**src/rtl/instr_encoder_loader_pkg.sv**
```systemverilog
// Shared opcode/function defines plus the loader's class codes, field layout and state type.
package instr_encoder_loader_pkg;

   localparam logic [1:0] REGISTER_TYPE_OPCODE             = 2'b00;
   localparam logic [1:0] IMMEDIATE_TYPE_OPCODE            = 2'b01;
   localparam logic [2:0] SHIFT_TYPE_OPCODE                = 3'b100;
   localparam logic [2:0] MEMORY_TYPE_OPCODE               = 3'b101;
   localparam logic [2:0] CONDITIONAL_JUMP_TYPE_OPCODE     = 3'b110;
   localparam logic [3:0] NON_CONDITIONAL_JUMP_TYPE_OPCODE = 4'b1110;

   localparam logic [1:0] STM_FN = 2'b00;
   localparam logic [1:0] LDM_FN = 2'b01;
   localparam logic [1:0] BZ_FN  = 2'b00;
   localparam logic [1:0] BC_FN  = 2'b01;
   localparam logic [1:0] BNZ_FN = 2'b10;
   localparam logic [1:0] BNC_FN = 2'b11;

   localparam logic [2:0] CLS_R     = 3'd0;
   localparam logic [2:0] CLS_I     = 3'd1;
   localparam logic [2:0] CLS_SHIFT = 3'd2;
   localparam logic [2:0] CLS_MEM   = 3'd3;
   localparam logic [2:0] CLS_CJMP  = 3'd4;
   localparam logic [2:0] CLS_JMP   = 3'd5;

   localparam int unsigned OPC_LSB = 14;
   localparam int unsigned OPC_W   = 6;
   localparam int unsigned RD_LSB  = 11;
   localparam int unsigned RS_LSB  = 8;
   localparam int unsigned RT_LSB  = 5;
   localparam int unsigned REG_W   = 3;
   localparam int unsigned IMM_W   = 8;

   typedef enum logic [1:0] {
      IDLE,
      LOAD,
      DONE
   } state_t;

endpackage

```
**src/rtl/instr_encoder_loader_packer.sv**
```systemverilog
// Combinational packer: decoded instruction fields -> instruction word, flags illegal bundles.
module instr_field_packer
   import instr_encoder_loader_pkg::*;
#(
   parameter int unsigned INSTR_W = 20,
   parameter int unsigned ADDR_W  = 12
) (
   input  logic [2:0]         cls_i,
   input  logic [2:0]         fn_i,
   input  logic [2:0]         rd_i,
   input  logic [2:0]         rs_i,
   input  logic [2:0]         rt_i,
   input  logic [7:0]         imm_i,
   input  logic [ADDR_W-1:0]  target_i,
   output logic [INSTR_W-1:0] word_o,
   output logic               illegal_o
);

   always_comb begin
      word_o    = '0;
      illegal_o = 1'b0;
      case (cls_i)
         CLS_R: begin
            word_o[OPC_LSB +: OPC_W] = {REGISTER_TYPE_OPCODE, 1'b0, fn_i};
            word_o[RD_LSB +: REG_W]  = rd_i;
            word_o[RS_LSB +: REG_W]  = rs_i;
            word_o[RT_LSB +: REG_W]  = rt_i;
         end
         CLS_I: begin
            word_o[OPC_LSB +: OPC_W] = {IMMEDIATE_TYPE_OPCODE, 1'b0, fn_i};
            word_o[RD_LSB +: REG_W]  = rd_i;
            word_o[RS_LSB +: REG_W]  = rs_i;
            word_o[0 +: IMM_W]       = imm_i;
         end
         CLS_SHIFT: begin
            word_o[OPC_LSB +: OPC_W] = {SHIFT_TYPE_OPCODE, fn_i};
            word_o[RD_LSB +: REG_W]  = rd_i;
            word_o[RS_LSB +: REG_W]  = rs_i;
            word_o[0 +: IMM_W]       = imm_i;
         end
         CLS_MEM: begin
            // Only store/load multiple have a decode; anything else leaves the word at zero.
            if (fn_i[1:0] == STM_FN || fn_i[1:0] == LDM_FN) begin
               word_o[OPC_LSB +: OPC_W] = {MEMORY_TYPE_OPCODE, fn_i[1:0], 1'b0};
               word_o[RD_LSB +: REG_W]  = rd_i;
               word_o[RS_LSB +: REG_W]  = rs_i;
               word_o[0 +: IMM_W]       = imm_i;
            end else begin
               illegal_o = 1'b1;
            end
         end
         CLS_CJMP: begin
            word_o[OPC_LSB +: OPC_W] = {CONDITIONAL_JUMP_TYPE_OPCODE, fn_i[1:0], 1'b0};
            word_o[0 +: IMM_W]       = imm_i;
         end
         CLS_JMP: begin
            word_o[OPC_LSB +: OPC_W] = {NON_CONDITIONAL_JUMP_TYPE_OPCODE, 2'b00};
            word_o[ADDR_W-1:0]       = target_i;
         end
         default: illegal_o = 1'b1;
      endcase
   end

endmodule

```
**src/rtl/instr_encoder_loader.sv**
```systemverilog
// Program loader: encodes field bundles and writes them to consecutive imem addresses
// while holding the CPU.
module instr_encoder_loader
   import instr_encoder_loader_pkg::*;
#(
   parameter int unsigned INSTR_W = 20,
   parameter int unsigned ADDR_W  = 12,
   parameter int unsigned CNT_W   = 12
) (
   input  logic               clk,
   input  logic               rst_n,
   input  logic               start,
   input  logic [ADDR_W-1:0]  base_addr,
   input  logic [CNT_W-1:0]   count,
   input  logic               abort,
   input  logic               in_valid,
   output logic               in_ready,
   input  logic [2:0]         cls,
   input  logic [2:0]         fn,
   input  logic [2:0]         rd,
   input  logic [2:0]         rs,
   input  logic [2:0]         rt,
   input  logic [7:0]         imm,
   input  logic [ADDR_W-1:0]  target,
   output logic               imem_we,
   output logic [ADDR_W-1:0]  imem_addr,
   output logic [INSTR_W-1:0] imem_wdata,
   output logic               cpu_hold,
   output logic               done,
   output logic               err
);

   state_t               state_q, state_d;
   logic [ADDR_W-1:0]    addr_q, addr_d;
   logic [CNT_W-1:0]     rem_q, rem_d;
   logic                 we_q, we_d;
   logic [ADDR_W-1:0]    waddr_q, waddr_d;
   logic [INSTR_W-1:0]   wdata_q, wdata_d;
   logic                 err_q, err_d;
   logic [INSTR_W-1:0]   packed_word;
   logic                 packed_illegal;

   instr_field_packer #(
      .INSTR_W (INSTR_W),
      .ADDR_W  (ADDR_W)
   ) u_packer (
      .cls_i     (cls),
      .fn_i      (fn),
      .rd_i      (rd),
      .rs_i      (rs),
      .rt_i      (rt),
      .imm_i     (imm),
      .target_i  (target),
      .word_o    (packed_word),
      .illegal_o (packed_illegal)
   );

   always_comb begin
      state_d = state_q;
      addr_d  = addr_q;
      rem_d   = rem_q;
      we_d    = 1'b0;
      waddr_d = waddr_q;
      wdata_d = wdata_q;
      err_d   = err_q;
      case (state_q)
         IDLE: begin
            if (start) begin
               addr_d  = base_addr;
               rem_d   = count;
               err_d   = 1'b0;
               state_d = (count == '0) ? DONE : LOAD;
            end
         end
         LOAD: begin
            // Abort wins over a bundle presented in the same cycle.
            if (abort) begin
               state_d = IDLE;
            end else if (in_valid) begin
               if (packed_illegal) begin
                  err_d = 1'b1;
               end else begin
                  we_d    = 1'b1;
                  waddr_d = addr_q;
                  wdata_d = packed_word;
                  addr_d  = addr_q + 1'b1;
                  rem_d   = rem_q - 1'b1;
                  if (rem_q == CNT_W'(1)) begin
                     state_d = DONE;
                  end
               end
            end
         end
         default: state_d = IDLE;
      endcase
   end

   always_ff @(posedge clk or negedge rst_n) begin
      if (!rst_n) begin
         state_q <= IDLE;
         addr_q  <= '0;
         rem_q   <= '0;
         we_q    <= 1'b0;
         waddr_q <= '0;
         wdata_q <= '0;
         err_q   <= 1'b0;
      end else begin
         state_q <= state_d;
         addr_q  <= addr_d;
         rem_q   <= rem_d;
         we_q    <= we_d;
         waddr_q <= waddr_d;
         wdata_q <= wdata_d;
         err_q   <= err_d;
      end
   end

   assign in_ready   = (state_q == LOAD);
   assign cpu_hold   = (state_q != IDLE);
   assign done       = (state_q == DONE);
   assign imem_we    = we_q;
   assign imem_addr  = waddr_q;
   assign imem_wdata = wdata_q;
   assign err        = err_q;

endmodule

```
**config.mk**
```make
export PLATFORM = sky130hd
export DESIGN_NAME = instr_encoder_loader
export DESIGN_NICKNAME = d
export VERILOG_FILES = /design/src/rtl/instr_encoder_loader_pkg.sv /design/src/rtl/instr_encoder_loader_packer.sv /design/src/rtl/instr_encoder_loader.sv
export SDC_FILE = /design/constraint.sdc
export NUM_CORES = 1
export LEC_CHECK = 0
export CAP_MARGIN = 20
export CELL_PAD_IN_SITES_DETAIL_PLACEMENT = 0
export CELL_PAD_IN_SITES_GLOBAL_PLACEMENT = 1
export CORE_ASPECT_RATIO = 2
export CORE_MARGIN = 2
export CORE_UTILIZATION = 37
export DETAILED_ROUTE_END_ITERATION = 6
export GPL_ROUTABILITY_DRIVEN = 0
export PLACE_DENSITY_LB_ADDON = 0.1
export SLEW_MARGIN = 20
export SYNTH_ARGS = -nofsm -noshare
export SYNTH_HDL_FRONTEND = slang
export SYNTH_SLANG_ARGS = --single-unit
```
**constraint.sdc**
```tcl
create_clock -name clk -period 5.3 [get_ports clk]
set_input_delay 0.795 -clock clk [delete_from_list [all_inputs] [get_ports clk]]
set_output_delay 0.795 -clock clk [all_outputs]
set_load 0.05 [all_outputs]
```
==> impl_results.md, run 1 <==
- Final #Nets: about 540
- 1st-iter DRT viols: between 150 and 200
- Routed vias: 3153
- Worst-path clk slew: about 0.05 ns
- Die Ht: ~140 um
- Commonest non-fill, non-tap cells in the layout: clkdlybuf4s50_1, nand2_1, dfrtp_1
- Leak: 1.896 nW
- Slew @ Worst Pin: approximately 0.83 ns
- WHS Path Cells: 2
- Cts repair resizes: 0
- Crit start category: flip-flop
- Layout cells sized above 1: 0.05684
- Layout area overhead: 41.89%
- Initial antenna violation count: 0
- Die width: 70.15 um
- Slowest Stage Delay on Critical Path: roughly 0.80 ns
- First-pass GRT wire length: roughly 16000 um
- Initial core utilization: 0.3770
- Hold Vio Cnt, Final: 0
- Clock latency at the later pin of the worst-skew pair: 0.33 ns
- Max Cap Viol: 0
- Clock Path Buffers: 2
- Distinct cell type count after synthesis: 52
- F_max: 354.7 MHz
- Worst path slowest cell: clkdlybuf4s50_1
- Crit path kind: reg -> out
- Worst Skew: between 0.009 and 0.01 ns
- WL final: 9676 um
- FF+latch count, synth: 60
- Mean Syn Cell Area: 8.544 um^2
- Arrival @ worst endpoint: 2.02 ns
- Commonest non-fill, non-tap cell in the layout: clkdlybuf4s50_1
- Vias in the first global route: 3109
- Vias/cell: around 5.5
- Fraction of registers with async set/reset: 1.000
- Yosys warning total: 0
- Setup TNS Final: 0 ns
- Clock sink count: 60
- Worst Hold Class: reg -> reg
- Die area: 9561 um^2
- Pin count of the biggest net entering global routing: 61
- Endpoints failing setup: 0
- Remaining DRCs: 0
- Worst Setup End Kind: primary output
- WP data required: 4.51 ns
- Largest delay share family, worst path: buffers and inverters
- WL/cell: 16.83 um
- Max Slew Vio Count: 0
- Reg2reg path depth: 7
- RSZ-0062 raised after global routing: false
- Peak supply drop: about 0.00023 V
- CP Max Fanout: 24
- Cell Pwr Density: 494.5 nW/um^2
- Cts bufs inserted: 9
- CTS tree: built
- EDFF count, synth: 0
- Slew margin rel.: 0.4431
- Register area share after synthesis: 0.4637
- Primary FF master, synth: dfrtp_1
- Multi-input logic area: 1597 um^2
- Total gr overflow: 0
- WP depth: 4
- Final worst-path cycle share: 0.5319
- Core Footprint: 8588 um^2
- Hold buffer count at cts: 0
- DRT Pass-1 Iters: 4
- Diode count: 0
- Fillers: 829
- Crit path buffers/inverters: 3
- Synthesized area: approximately 3200 um^2
- Total track usage: 0.2084
- Setup bufs post-CTS: 0
- Mapped Cells: 379
- Post-DP HPWL: 6940 um
- Ports: slightly above 100
- FF/Latch Area: around 1500 um^2
- Htree depth: 3
- ANT nets after route: 0
- Input/output buffers: 100
- Post-Syn Nets: ~450
- Period minus WS final: between 2 and 3 ns
- Rows: 48
- Reg2reg setup slack: about 2.8 ns
- CTS Root Cell: clkbuf_16
- Fin Hold WS: ~0.47 ns
- Crit path cell chain: nand2b_1 > buf_4 > inv_1 > clkdlybuf4s50_1
- Run status: completed
==> flip-flops by register name (all words and copies together) (netlist names) <==
signal	count
addr_q	12
err	1
imem_addr	12
imem_wdata	20
imem_we	1
rem_q	12
state_q	2
==> layer usage <==
metal | up-vias | routed length (um) | track usage | part of all wire
met3 | 18 | 443 | 0.04818 | 0.046
met1 | 1486 | 3708 | 0.2201 | 0.38
met4 | 0 | 216 | 0.09081 | 0.022
met5 | - | 0 | 0 | 0
li1 | 1562 | - | - | -
met2 | 87 | 5307 | 0.3878 | 0.55
==> where the power goes <==
part | internal, W | leakage, nW | switching (W) | total, W
clock network | 0.000375 | 0.144 | 0.000215 | 0.000590
logic | 0.000339 | 1.03 | 0.000583 | 0.000923
registers | 0.000617 | 0.723 | 0.000142 | 0.000759
total | 0.00133 | 1.90 | 0.000940 | 0.00227
==> synthesized netlist by cell type (5+ instances only) <==
cell type   n  area, um^2
clkbuf_1   18       67.56
nand2_1    66       247.7
a22oi_1     6       45.04
nand2b_1   10       62.56
a2bb2oi_1  10       87.58
nor3_1      7       35.03
o22ai_1    11       68.82
nand3_1    13       65.06
nor2_1     31       116.4
a21oi_1    35       175.2
nor3b_1     5       37.54
a221oi_1    5       43.79
dfrtp_1    60        1501
inv_1       8       30.03
o21ai_0    25       125.1
==> cells by family (layout without fill, tap and decap cells) <==
family,count (synthesis),after routing,synth area share
AO/OA/AOI/OAI,122,122,0.2403
AND/OR/NAND/NOR,158,158,0.2349
buffers and inverters,34,130,0.04328
adder cells (fa/ha/maj),3,3,0.01159
multiplexers,2,2,0.006183
flip-flops,60,60,0.4637
==> worst reg2reg max path, delay by kind of cell, from the launching register on <==
family	cells	cell delay (ns)
AOI/OAI and AO/OA	2	0.97
buffers and inverters	3	0.72
DFF	1	0.42
and+or+nand+nor	2	0.27
==> through the flow <==
stage / instances / power, W / util / worst slack [ns] / instance area (um^2)
final: 575 / 0.002272 / 0.5350 / 2.481 / 4594
after global placement: 558 / 0.001678 / 0.4991 / 2.171 / 4287
after detailed placement: 558 / 0.001696 / 0.4991 / 2.074 / 4287
after floorplan: 379 / 0.001352 / - / 3.028 / 3238
after CTS: 574 / 0.002293 / 0.5344 / 2.419 / 4589
after global routing: 575 / 0.002397 / 0.5350 / 2.381 / 4594
==> layout make-up <==
| class | count | area share |
|---|---|---|
| clock inverter | 6 | 0.01389 |
| clock buffer | 10 | 0.05202 |
| tap | 100 | 0.02723 |
| sequential | 60 | 0.3268 |
| inverter | 8 | 0.006536 |
| multi-input combinational | 285 | 0.3475 |
| timing repair buffer | 106 | 0.2260 |
==> final timing paths <==
kind                                   to           start
max                              in_ready      state_q[1]
min                        imem_wdata[13]  imem_wdata[13]
max reg2reg                     addr_q[5]      state_q[1]
min reg2reg                imem_wdata[13]  imem_wdata[13]
max in group asynchronous       addr_q[6]           rst_n
min in group asynchronous   imem_wdata[9]           rst_n
No activity file was read; power rests on OpenSTA's default activity.
==> inputs of run 2 (changes only) <==
--- a/config.mk
+++ b/config.mk
@@ -10,7 +10,7 @@
 export CELL_PAD_IN_SITES_GLOBAL_PLACEMENT = 1
 export CORE_ASPECT_RATIO = 2
 export CORE_MARGIN = 2
-export CORE_UTILIZATION = 37
+export CORE_UTILIZATION = 31
 export DETAILED_ROUTE_END_ITERATION = 6
 export GPL_ROUTABILITY_DRIVEN = 0
 export PLACE_DENSITY_LB_ADDON = 0.1
==> constraint.sdc (replaced) <==
create_clock -name clk -period 2.3 [get_ports clk]
set_input_delay 0.345 -clock clk [delete_from_list [all_inputs] [get_ports clk]]
set_output_delay 0.345 -clock clk [all_outputs]
set_load 0.05 [all_outputs]
==> run 2 against run 1 <==
Core utilization decreased by 6.3 points. Sequential share of layout area decreased by 1.4 points. Clock skew decreased by 0.0040 ns. Clock power increased by 150%. Total power increased by 140%. Critical path type unchanged.
==> impl_results.md, run 2 (synthesized netlist as in run 1, its figures left out) <==
- Crit path kind: reg -> out
- Post-DP HPWL: 7376 um (+6.3%)
- Total track usage: 0.1829 (-0.02554)
- F_max: 472.9 MHz
- Crit start category: flip-flop
- Layout area overhead: 48.07%
- Initial core utilization: 0.3190 (-0.05801)
- Vias/cell: 5.076 (-7.4%)
- Peak supply drop: 0.0005645 V (+140%)
- CTS tree: built
- Ports: 101 (unchanged)
- Total gr overflow: 0 (unchanged)
- Die width: 76.27 um (+8.7%)
- Core Footprint: 10150 um^2 (+18%)
- Remaining DRCs: 0 (unchanged)
- Commonest non-fill, non-tap cell in the layout: clkdlybuf4s50_1
- Reg2reg path depth: 5 (-2)
- Post-Layout Cell Count: 621 (+8.0%)
- Rows: 52 (+8.3%)
- Commonest non-fill, non-tap cells in the layout: clkdlybuf4s50_1, nand2_1, dfrtp_1
- Setup TNS Final: 0 ns (unchanged)
- Vias in the first global route: 3056 (-1.7%)
- Placed inst area: 4468 um^2 (+4.2%)
- Slew @ Worst Pin: 0.7086 ns (-0.1241 ns)
- 1st-iter DRT viols: 94 (-49%)
- Worst-path clk slew: 0.05 ns (about the same)
- Leak: 1.975 nW (+4.2%)
- Pin count of the biggest net entering global routing: 61 (unchanged)
- Arrival @ worst endpoint: 1.77 ns (-0.25 ns)
- CTS Root Cell: clkbuf_16
- Worst Hold Class: in -> async
- RSZ-0062 raised after global routing: false
- ANT nets after route: 0 (unchanged)
- Worst Skew: 0.005020 ns (-0.004040 ns)
- CP Max Fanout: 41 (+71%)
- Max Cap Viol: 0 (unchanged)
- Hold Vio Cnt, Final: 0 (unchanged)
- Run status: completed
- Initial antenna violation count: 0 (unchanged)
- Fillers: 1046 (+26%)
- Hold buffer count at cts: 0 (unchanged)
- Layout cells sized above 1: 0.08025 (+0.02340)
- Clock latency at the later pin of the worst-skew pair: 0.33 ns (about the same)
- Inst Count DP: 605 (+8.4%)
- Final worst-path cycle share: 0.9194
- Cell Pwr Density: 1122 nW/um^2 (+130%)
- First-pass GRT wire length: 16060 um (+3.5%)
- Endpoints failing setup: 0 (unchanged)
- Worst Setup End Kind: primary output
- DRT Pass-1 Iters: 6 (+2)
- Cts repair resizes: 0 (unchanged)
- WL/cell: 16.15 um (-4.0%)
- Htree depth: 3 (unchanged)
- Slew margin rel.: 0.5276 (+0.08450)
- Clock Path Buffers: 2 (unchanged)
- Final instance area: 4795 um^2 (+4.4%)
- WP data required: 1.96 ns (-2.55 ns)
- Period minus WS final: 2.115 ns
- Diode count: 0 (unchanged)
- Final #Nets: 548 (+2.0%)
- Cts bufs inserted: 9 (unchanged)
- Routed vias: 3152 (-0.032%)
- Die area: 11330 um^2 (+18%)
- FF/Latch Area: 1501 um^2 (unchanged)
- Die Ht: 148.5 um (+9.0%)
- WL final: 10030 um (+3.6%)
- Multi-input logic area: 1597 um^2 (unchanged)
- Max FFs per register: 20 (unchanged)
- Max Slew Vio Count: 0 (unchanged)
- Input/output buffers: 100 (unchanged)
- Setup bufs post-CTS: 0 (unchanged)
- Clock sink count: 60 (unchanged)
## run 2: area by class of cell
type	instances	share of cell area
clock buffers	10	0.04984
clock inverters	6	0.01827
inverters	8	0.006263
multi-input cells	285	0.3330
flip-flops and latches	60	0.3132
well taps	135	0.03523
repair buffers	117	0.2443
## run 2: worst paths after layout
| kind | slack [ns] | from | to |
|---|---|---|---|
| max in group asynchronous | 1.99 | rst_n | rem_q[8] |
| worst max-delay path | 0.19 | state_q[1] | in_ready |
| min in group clk | 0.47 | imem_wdata[14] | imem_wdata[14] |
| worst max register to register | 0.39 | state_q[1] | addr_q[5] |
| worst min register to register | 0.47 | imem_wdata[14] | imem_wdata[14] |
| worst min-delay path | 0.02 | rst_n | imem_wdata[10] |
## run 2: report_power, final
| group | switching (W) | leakage [nW] | internal [W] | total, W |
|---|---|---|---|---|
| logic | 0.00136 | 1.10 | 0.000827 | 0.00218 |
| clock network | 0.000483 | 0.151 | 0.000975 | 0.00146 |
| registers | 0.000319 | 0.723 | 0.00142 | 0.00174 |
| total | 0.00216 | 1.98 | 0.00322 | 0.00538 |
## run 2: metal layers
metal,global-route usage,vias up,routed length [um]
li1,-,1584,-
met4,0.07909,0,155
met1,0.2009,1474,3884
met3,0.04369,8,411
met2,0.3323,86,5577
met5,0,-,0
## run 2: critical path, cell delays in order, from the launching register on
cell      delay (ns)
dfrtp_1         0.43
nand2b_1        0.19
inv_1           0.18
buf_4           0.43
buf_12          0.20
## run 2: stage by stage
step                setup slack (ns)  hold slack (ns)    util  total power (W)
finish                        0.1854          0.01924  0.4724         0.005382
global route                 0.09138          0.04044  0.4724         0.005685
CTS                           0.1692          0.03535  0.4724         0.005448
detailed placement           0.05585           0.3811  0.4402         0.003966
global placement             0.03440           0.3872  0.4402         0.003933
floorplan                     0.3864          0.04941       -         0.003116
==> inputs of run 3 (changes only) <==
--- a/config.mk
+++ b/config.mk
@@ -6,15 +6,12 @@
 export NUM_CORES = 1
 export LEC_CHECK = 0
 export CAP_MARGIN = 20
-export CELL_PAD_IN_SITES_DETAIL_PLACEMENT = 0
-export CELL_PAD_IN_SITES_GLOBAL_PLACEMENT = 1
 export CORE_ASPECT_RATIO = 2
 export CORE_MARGIN = 2
-export CORE_UTILIZATION = 31
+export CORE_UTILIZATION = 42
 export DETAILED_ROUTE_END_ITERATION = 6
 export GPL_ROUTABILITY_DRIVEN = 0
-export PLACE_DENSITY_LB_ADDON = 0.1
-export SLEW_MARGIN = 20
+export PLACE_DENSITY = 0.76
 export SYNTH_ARGS = -nofsm -noshare
 export SYNTH_HDL_FRONTEND = slang
 export SYNTH_SLANG_ARGS = --single-unit
==> run 3 against run 2 <==
Combinational power is essentially flat. Worst hold slack better by 0.15 ns. Worst setup slack improved by 0.0033 ns. Core utilization is 15 points higher. Sequential power hardly changed. Largest cell class unchanged.
==> impl_results.md, run 3 (synthesized netlist as in run 1, its figures left out) <==
- Cts bufs inserted: 9 (unchanged)
- Run status: completed
- Htree depth: 3 (unchanged)
- Pin count of the biggest net entering global routing: 61 (unchanged)
- DRT Pass-1 Iters: 4 (-2)
- Max Cap Viol: 0 (unchanged)
- F_max: 473.6 MHz (+0.16%)
- FF/Latch Area: 1501 um^2 (unchanged)
- WL final: 9414 um (-6.1%)
- First-pass GRT wire length: 15170 um (-5.5%)
- Placed inst area: 4377 um^2 (-2.0%)
- Clock sink count: 60 (unchanged)
- Clock Path Buffers: 2 (unchanged)
- Die area: 8470 um^2 (-25%)
- Hold buffer count at cts: 0 (unchanged)
- 1st-iter DRT viols: 232 (+150%)
- Die width: 66.09 um (-13%)
- Vias/cell: 5.563 (+9.6%)
- Clock power share: 0.244 (-0.027)
- Fillers: 673 (-36%)
- Total track usage: 0.2353 (+0.05236)
- Core Footprint: 7545 um^2 (-26%)
- CP Max Fanout: 7 (-83%)
- WP data required: 1.96 ns (about the same)
- Worst Setup End Kind: primary output
- Endpoints failing setup: 0 (unchanged)
- Clock latency at the later pin of the worst-skew pair: 0.33 ns (about the same)
- Max FFs per register: 20 (unchanged)
- Max Slew Vio Count: 0 (unchanged)
- Rows: 45 (-13%)
- Leak: 1.950 nW (-1.3%)
- Remaining DRCs: 0 (unchanged)
- Final instance area: 4666 um^2 (-2.7%)
- Layout area overhead: 44.09%
- Crit start category: flip-flop
- Combinational fraction of design power: 0.418 (+0.013)
- CTS tree: built
- Cts repair resizes: 0 (unchanged)
- Setup bufs post-CTS: 0 (unchanged)
- WL/cell: 16.32 um (+1.0%)
- Crit path from: state_q[0]
- Arrival @ worst endpoint: 1.77 ns (about the same)
- Die Ht: 128.2 um (-14%)
- Period minus WS final: 2.111 ns (-0.003344 ns)
- Initial core utilization: 0.4292 (+0.1102)
- Post-DP HPWL: 6982 um (-5.3%)
- Crit path kind: reg -> out
- Reg power frac: 0.338 (+0.014)
- Worst Skew: 0.006458 ns (+0.001438 ns)
- Total gr overflow: 0 (unchanged)
- Final #Nets: 546 (-0.36%)
- Initial antenna violation count: 0 (unchanged)
- Sw Pwr: 0.002111 W (-2.1%)
- Worst-path clk slew: 0.05 ns (about the same)
- Cell Pwr Density: 1112 nW/um^2 (-0.89%)
- Commonest non-fill, non-tap cells in the layout: clkdlybuf4s50_1, nand2_1, dfrtp_1
- CTS Root Cell: clkbuf_16
- Input/output buffers: 100 (unchanged)
- Worst Hold Class: in -> async
- Diode count: 0 (unchanged)
- Final worst-path cycle share: 0.9180 (-0.001454)
- Switch share: 0.4068 (+0.005909)
- Hold Vio Cnt, Final: 0 (unchanged)
- Commonest non-fill, non-tap cell in the layout: clkdlybuf4s50_1
- Setup TNS Final: 0 ns (unchanged)
- ANT nets after route: 0 (unchanged)
- R2R Path Start: rem_q[2]
- Layout cells sized above 1: 0.07246 (-0.007783)
- Slew margin rel.: 0.4922 (-0.03540)
- Slew @ Worst Pin: 0.7617 ns (+0.05310 ns)
- Multi-input logic area: 1597 um^2 (unchanged)
- Ports: 101 (unchanged)
- Vias in the first global route: 3166 (+3.6%)
- RSZ-0062 raised after global routing: false
- P_int: 0.003079 W (-4.5%)
- Peak supply drop: 0.0004633 V (-18%)
- Routed vias: 3210 (+1.8%)
==> run 3: cell types whose count changed in the layout (fill, tap and decap cells not counted), sizes merged <==
cell,previous run,this run
clkbuf,10,14
clkinvlp,3,0
buf,19,17
bufinv,2,0
==> run 3: worst paths after layout <==
kind	end	slack, ns	depth (start not counted)
worst max-delay path	cpu_hold	0.19	2
worst min-delay path	imem_wdata[19]	0.17	2
worst max register to register	rem_q[9]	0.39	4
worst min register to register	imem_wdata[13]	0.46	2
max in group asynchronous	imem_wdata[14]	1.61	2
min in group clk	imem_wdata[13]	0.46	2
==> run 3: area by class of cell <==
class                      instances  share of cell area
tap                               94             0.02521
multi-input combinational        285              0.3422
timing repair buffer             115              0.2424
clock buffer                      14             0.06087
clock inverter                     1            0.001073
sequential                        60              0.3218
inverter                           8            0.006436
==> run 3: power groups by stage <==
stage / logic, W / clock network [W] / registers [W]
2_1_floorplan: 0.000763 / 0 / 0.00235
3_3_place_gp: 0.00214 / 0 / 0.00174
3_5_place_dp: 0.00218 / 0 / 0.00176
4_1_cts: 0.00219 / 0.00129 / 0.00175
5_1_grt: 0.00234 / 0.00134 / 0.00181
6_report: 0.00217 / 0.00127 / 0.00175
==> run 3: metrics by stage <==
| step | setup WS [ns] | utilization | hold slack (ns) | power, W | cells |
|---|---|---|---|---|---|
| after detailed placement | 0.03496 | 0.5801 | 0.4562 | 0.003944 | 562 |
| final | 0.1887 | 0.6184 | 0.1718 | 0.005190 | 577 |
| after CTS | 0.1754 | 0.6184 | 0.1993 | 0.005232 | 577 |
| after floorplan | 0.3864 | - | 0.04941 | 0.003116 | 379 |
| after global routing | 0.1069 | 0.6184 | 0.2547 | 0.005479 | 577 |
| after global placement | 0.1009 | 0.5801 | 0.4523 | 0.003881 | 562 |
==> run 3: per-layer routing <==
layer,wire length (um),up-vias,GRT usage
met5,0,-,0
met4,377,0,0.1309
met3,468,21,0.04829
met2,5127,102,0.4224
met1,3440,1517,0.2453
li1,-,1570,-
==> run 3: critical path, cell delays in order (launching register included) <==
cell and delay [ns]:
dfrtp_1 0.43, or2_2 0.31, clkdlybuf4s50_1 0.70
